`src/rtl/ibex_rf_ctx_pkg.sv`:
```
// Shared types and constants for the register-file context save/restore sequencer.
// The effective-mask helper keeps the RV32E clip and the x0 exclusion in one place.
package ibex_rf_ctx_pkg;

    typedef enum logic [2:0] {
        CTX_IDLE     = 3'd0,
        CTX_SAVE_RD  = 3'd1,
        CTX_SAVE_OUT = 3'd2,
        CTX_RESTORE  = 3'd3,
        CTX_DONE     = 3'd4
    } ctx_state_e;

    localparam logic [31:0] DefaultSaveMask = 32'hF003_FCE2;
    localparam logic [31:0] RV32EMaskClip   = 32'h0000_FFFF;

    // x0 is hardwired, so bit 0 never takes part in a sequence.
    function automatic logic [31:0] ctx_eff_mask(input logic rv32e, input logic [31:0] mask);
        logic [31:0] m;
        m = rv32e ? (mask & RV32EMaskClip) : mask;
        return m & 32'hFFFF_FFFE;
    endfunction

endpackage

```
`src/rtl/ibex_rf_ctx_next_idx.sv`:
```
// Priority encoder picking the next register to visit: lowest set bit when
// ascending (save), highest set bit when descending (restore).
module ibex_rf_ctx_next_idx (
    input  logic [31:0] i_mask,
    input  logic        i_descending,
    output logic [4:0]  o_idx,
    output logic        o_none
);

    always_comb begin
        o_idx = 5'd0;
        for (int i = 0; i < 32; i++) begin
            if (i_descending) begin
                if (i_mask[i]) o_idx = 5'(i);
            end else begin
                if (i_mask[31 - i]) o_idx = 5'(31 - i);
            end
        end
    end

    assign o_none = (i_mask == 32'd0);

endmodule

```
`src/rtl/ibex_rf_ctx_sequencer.sv`:
```
// Context save/restore sequencer between the core and regfile write port / read port A.
// Saves masked registers ascending over a valid/ready stream, restores them descending.
//
// state        | meaning
// -------------+------------------------------------------------------------
// CTX_IDLE     | regfile ports mirror the core; waiting for save/restore request
// CTX_SAVE_RD  | read register r_idx, capture word and index for the stream
// CTX_SAVE_OUT | st_valid_o held until st_ready_i, then advance to next index
// CTX_RESTORE  | ld_ready_o high; each accepted word is written to r_idx
// CTX_DONE     | one-cycle done_o pulse, then back to idle
module ibex_rf_ctx_sequencer
    import ibex_rf_ctx_pkg::*;
#(
    parameter bit          RV32E     = 1'b0,
    parameter int unsigned DataWidth = 32,
    parameter logic [31:0] SaveMask  = DefaultSaveMask
) (
    input  logic                 clk_i,
    input  logic                 rst_i,

    input  logic                 save_req_i,
    input  logic                 restore_req_i,
    output logic                 busy_o,
    output logic                 done_o,
    output logic                 err_o,

    input  logic [4:0]           core_raddr_a_i,
    output logic [DataWidth-1:0] core_rdata_a_o,
    input  logic [4:0]           core_waddr_i,
    input  logic [DataWidth-1:0] core_wdata_i,
    input  logic                 core_we_i,

    output logic [4:0]           rf_raddr_a_o,
    input  logic [DataWidth-1:0] rf_rdata_a_i,
    output logic [4:0]           rf_waddr_a_o,
    output logic [DataWidth-1:0] rf_wdata_a_o,
    output logic                 rf_we_a_o,

    output logic                 st_valid_o,
    input  logic                 st_ready_i,
    output logic [DataWidth-1:0] st_data_o,
    output logic [4:0]           st_idx_o,

    input  logic                 ld_valid_i,
    output logic                 ld_ready_o,
    input  logic [DataWidth-1:0] ld_data_i
);

    localparam logic [31:0] EffMask = ctx_eff_mask(RV32E, SaveMask);

    ctx_state_e           r_state;
    ctx_state_e           w_state_nxt;
    logic [4:0]           r_idx;
    logic [31:0]          r_visited;
    logic [DataWidth-1:0] r_st_data;
    logic [4:0]           r_st_idx;
    logic                 r_err;

    logic                 w_idle;
    logic                 w_save_hs;
    logic                 w_ld_hs;
    logic [31:0]          w_cur_onehot;
    logic [31:0]          w_enc_mask;
    logic                 w_enc_desc;
    logic [4:0]           w_next_idx;
    logic                 w_none;

    assign w_idle       = (r_state == CTX_IDLE);
    assign w_save_hs    = (r_state == CTX_SAVE_OUT) && st_ready_i;
    assign w_ld_hs      = (r_state == CTX_RESTORE) && ld_valid_i;
    assign w_cur_onehot = 32'd1 << r_idx;

    // In idle the encoder finds the first index of the requested sequence;
    // afterwards it looks past the current index for the one after it.
    always_comb begin
        w_enc_mask = EffMask;
        w_enc_desc = !save_req_i;
        if (!w_idle) begin
            w_enc_mask = EffMask & ~r_visited & ~w_cur_onehot;
            w_enc_desc = (r_state == CTX_RESTORE);
        end
    end

    ibex_rf_ctx_next_idx u_next_idx (
        .i_mask       (w_enc_mask),
        .i_descending (w_enc_desc),
        .o_idx        (w_next_idx),
        .o_none       (w_none)
    );

    always_comb begin
        w_state_nxt = r_state;
        case (r_state)
            CTX_IDLE: begin
                if (save_req_i) begin
                    w_state_nxt = w_none ? CTX_DONE : CTX_SAVE_RD;
                end else if (restore_req_i) begin
                    w_state_nxt = w_none ? CTX_DONE : CTX_RESTORE;
                end
            end
            CTX_SAVE_RD:  w_state_nxt = CTX_SAVE_OUT;
            CTX_SAVE_OUT: if (w_save_hs) w_state_nxt = w_none ? CTX_DONE : CTX_SAVE_RD;
            CTX_RESTORE:  if (w_ld_hs)   w_state_nxt = w_none ? CTX_DONE : CTX_RESTORE;
            CTX_DONE:     w_state_nxt = CTX_IDLE;
            default:      w_state_nxt = CTX_IDLE;
        endcase
    end

    always_ff @(posedge clk_i) begin
        if (rst_i) begin
            r_state   <= CTX_IDLE;
            r_idx     <= 5'd0;
            r_visited <= 32'd0;
            r_st_data <= '0;
            r_st_idx  <= 5'd0;
            r_err     <= 1'b0;
        end else begin
            r_state <= w_state_nxt;
            r_err   <= !w_idle && core_we_i;
            if (w_idle) begin
                r_visited <= 32'd0;
                if (save_req_i || restore_req_i) r_idx <= w_next_idx;
            end
            if (r_state == CTX_SAVE_RD) begin
                r_st_data <= rf_rdata_a_i;
                r_st_idx  <= r_idx;
            end
            if (w_save_hs || w_ld_hs) begin
                r_visited <= r_visited | w_cur_onehot;
                r_idx     <= w_next_idx;
            end
        end
    end

    assign busy_o         = !w_idle;
    assign done_o         = (r_state == CTX_DONE);
    assign err_o          = r_err;
    assign core_rdata_a_o = rf_rdata_a_i;

    // Reset blocks any beat or write in the cycle it is asserted, so an
    // aborted sequence never leaves a partially committed extra word.
    assign st_valid_o   = (r_state == CTX_SAVE_OUT) && !rst_i;
    assign ld_ready_o   = (r_state == CTX_RESTORE) && !rst_i;
    assign st_data_o    = r_st_data;
    assign st_idx_o     = r_st_idx;

    assign rf_raddr_a_o = w_idle ? core_raddr_a_i : r_idx;
    assign rf_waddr_a_o = w_idle ? core_waddr_i   : r_idx;
    assign rf_wdata_a_o = w_idle ? core_wdata_i   : ld_data_i;
    assign rf_we_a_o    = !rst_i && (w_idle ? core_we_i : w_ld_hs);

endmodule

```
`config.mk`:
```
export PLATFORM = sky130hd
export DESIGN_NAME = ibex_rf_ctx_sequencer
export DESIGN_NICKNAME = d
export VERILOG_FILES = /design/src/rtl/ibex_rf_ctx_pkg.sv /design/src/rtl/ibex_rf_ctx_next_idx.sv /design/src/rtl/ibex_rf_ctx_sequencer.sv
export SDC_FILE = /design/constraint.sdc
export NUM_CORES = 1
export LEC_CHECK = 0
export CAP_MARGIN = 5
export CORE_MARGIN = 1.5
export CORE_UTILIZATION = 40
export CTS_CLUSTER_DIAMETER = 120
export DETAILED_ROUTE_END_ITERATION = 12
export PLACE_DENSITY = 0.91
export SYNTH_ARGS = -nofsm -noshare
export SYNTH_HDL_FRONTEND = slang
export SYNTH_HIERARCHICAL = 1
export SYNTH_SLANG_ARGS = --single-unit
```
`constraint.sdc`:
```
create_clock -name clk_i -period 8.4 [get_ports clk_i]
set_input_delay 1.68 -clock clk_i [delete_from_list [all_inputs] [get_ports clk_i]]
set_output_delay 1.68 -clock clk_i [all_outputs]
set_load 0.01 [all_outputs]
```
==> results.json <==
{
  "pin_count": 230,
  "vias": 5214,
  "drive_above_1_share_pct": 4.54,
  "wire_per_inst_microns": 14.5,
  "synth_ff_type": "dfxtp_1",
  "critPathCapture": "st_valid_o",
  "clk_pin_slew_ns": 0.06,
  "antenna_cells": 0,
  "fp.coreArea_sq_mm": 0.0103,
  "finalSetupTns_ns": 0,
  "holdBufCountCts": 0,
  "worstSetupStartpointType": "input pin",
  "post-cts-setup-buffers": 0,
  "synth_cell_types": 64,
  "routed_via_density": 5.02,
  "die_h_microns": 106,
  "crit-reg2reg-launch": "r_state[1]",
  "worst_slew_pin_slew_ns": 1.01,
  "dpl_cell_area_sq_mm": 0.00666,
  "setup_viol": 0,
  "rows": 37,
  "synth_edf_count": 0,
  "vdd_drop_max_uv": 122,
  "ant_nets": 0,
  "grt_pass1_vias": 4847,
  "fillCellCount": 834,
  "end_kind": "output pin",
  "clk_latency_ns": 0.34,
  "wirelength_microns": 15000,
  "synth-seq-area-share_pct": 29.2,
  "post_cts_resized": 0,
  "dp.cells": 1023,
  "start_util_pct": 41.2,
  "dieArea_sq_mm": 0.0113,
  "max-cap-violations": 0,
  "rsz0062_at_grt": "false",
  "fin_hold_ws_ns": 0.452,
  "routed.top_layer": "met4",
  "fin_cells": 1039,
  "r2r_setup_slack_ns": 4.54,
  "skew_ns": 0.00916,
  "powerDensity_mw_per_mm2": 157,
  "syn_avg_cell_area_sq_um": 6.65,
  "mostFrequentLayoutCells": "clkdlybuf4s50_1, nand2_1, conb_1, dfxtp_1, a21oi_1",
  "cp.required_ns": 6.72,
  "finalHoldViolCount": 0,
  "slew_headroom_pct": 32.3,
  "cts_tree": "built",
  "cp_max_fo": 50,
  "cts_root_buf": "clkbuf_8",
  "grt_overflow": 0,
  "synthArstFlopShare_pct": 0,
  "critical_path_class": "input pin to output pin",
  "post-route-period-util_pct": 63.1,
  "p_leak_nw": 2.71,
  "synth_warnings": 6,
  "drt_pre_antenna_iters": 5,
  "fin_area_sq_mm": 0.00686,
  "die_w_microns": 106,
  "clockBufferDepth": 2,
  "period_needed_ns": 5.30,
  "min_path_type": "flop to flop",
  "whs_path_depth": 2,
  "antenna_found_initial": 0,
  "ys_ff_latch": 62,
  "r2r_end": "r_state[1]",
  "gp_congestion": 0.899,
  "grtUsageTotal_pct": 25.4,
  "syn-cell-area_sq_mm": 0.00425,
  "clock_sinks": 62,
  "layout_commonest_cell": "clkdlybuf4s50_1",
  "met2_length_microns": 7450,
  "grt_pass1_wl_microns": 23100,
  "slew_violations": 0,
  "cp.arrival_ns": 3.62,
  "grt_max_degree": 54,
  "place.port_buffers": 229,
  "synthToLayoutAreaGrowth_pct": 61.3,
  "cp-startpoint": "rst_i",
  "dp_hpwl_microns": 11400,
  "fin_nets": 1011,
  "ff_latch_area_sq_mm": 0.00124,
  "met1Wirelength_microns": 5780,
  "status": "complete, no violations",
  "cts-htree-levels": 3,
  "syn_inst": 640,
  "wl_met3_microns": 1440,
  "r2r_cells": 9,
  "drc": 0,
  "multi_input_area_sq_mm": 0.00286,
  "fmax_ghz": 0.189,
  "pre_cts_ws_ns": 3.10,
  "setup_slack_ns": 3.10,
  "dr.first_iter.drc_count": 496,
  "cts_made_buffers": 9
}
layer usage:
layer,global-route usage [%],up-vias
met3,7.85,38
met5,0,-
met2,45.4,250
met1,28.3,2338
met4,8.98,0
li1,-,2588
per-stage QoR:
step	power (mW)	util, %
CTS	1.08	66.5
global route	1.13	66.5
finish	1.08	66.5
global placement	0.806	64.5
detailed placement	0.811	64.5
floorplan	0.585	-
registers in the layout (all words and copies together), names as in the netlist:
signal     flops
err_o          1
r_idx          5
r_state        3
r_visited     16
st_data_o     32
st_idx_o       5
synthesized netlist by cell type (all sizes together) (3+ instances only):
library cell  number  area, sq um
a21oi             59          295
nand3              5         25.0
or2                6         37.5
or3b               4         35.0
a22oi              3         22.5
clkbuf            19         71.3
a31oi              5         31.3
inv               12         45.0
nand2            209          785
o21a               3         22.5
nor3b              7         68.8
buf               51          345
dfxtp             62         1240
nor3              13         76.3
a21o               3         22.5
or4                5         41.3
o21ai             26          130
nor4               5         31.3
a41oi             16          140
nand2b            17          106
mux2i              5         50.1
o211ai             5         37.5
nor2              55          206
or3                5         31.3
nor2b              7         43.8
how the worst min path moves through the flow:
| stage | to | from | slack [ns] |
|---|---|---|---|
| finish | st_data_o[1] | st_data_o[1] | 0.45 |
| global route | st_data_o[1] | st_data_o[1] | 0.47 |
| detailed placement | st_data_o[1] | st_data_o[1] | 0.45 |
| floorplan | r_visited[10] | r_visited[10] | 0.43 |
| CTS | st_data_o[1] | st_data_o[1] | 0.45 |
| global placement | st_data_o[26] | st_data_o[26] | 0.44 |
cell families after synthesis:
family,after synthesis,synth area share (%)
buffers and inverters,83,10.9
DFF,62,29.2
muxes,6,1.53
other,1,0.0882
and+or+nand+nor,344,36.0
AOI/OAI and AO/OA,144,22.2
power by group:
part           switching, mW  internal [mW]
logic                  0.238          0.230
clock network          0.120          0.146
registers             0.0280          0.314
area by class of cell:
| cell class | count | share of cell area (%) |
|---|---|---|
| sequential | 62 | 18.1 |
| inverter | 13 | 0.711 |
| timing repair buffer | 235 | 34.1 |
| clock buffer | 10 | 2.01 |
| clock inverter | 6 | 1.00 |
| multi-input combinational | 577 | 41.6 |
| tap | 136 | 2.48 |
worst max-delay path, cell delays in order:
cell and delay [ns]:
clkdlybuf4s50_1 0.40, buf_4 0.28, or2_2 0.40, nor3b_1 0.22, clkdlybuf4s50_1 0.63
Power figures use the tool's default switching activity.
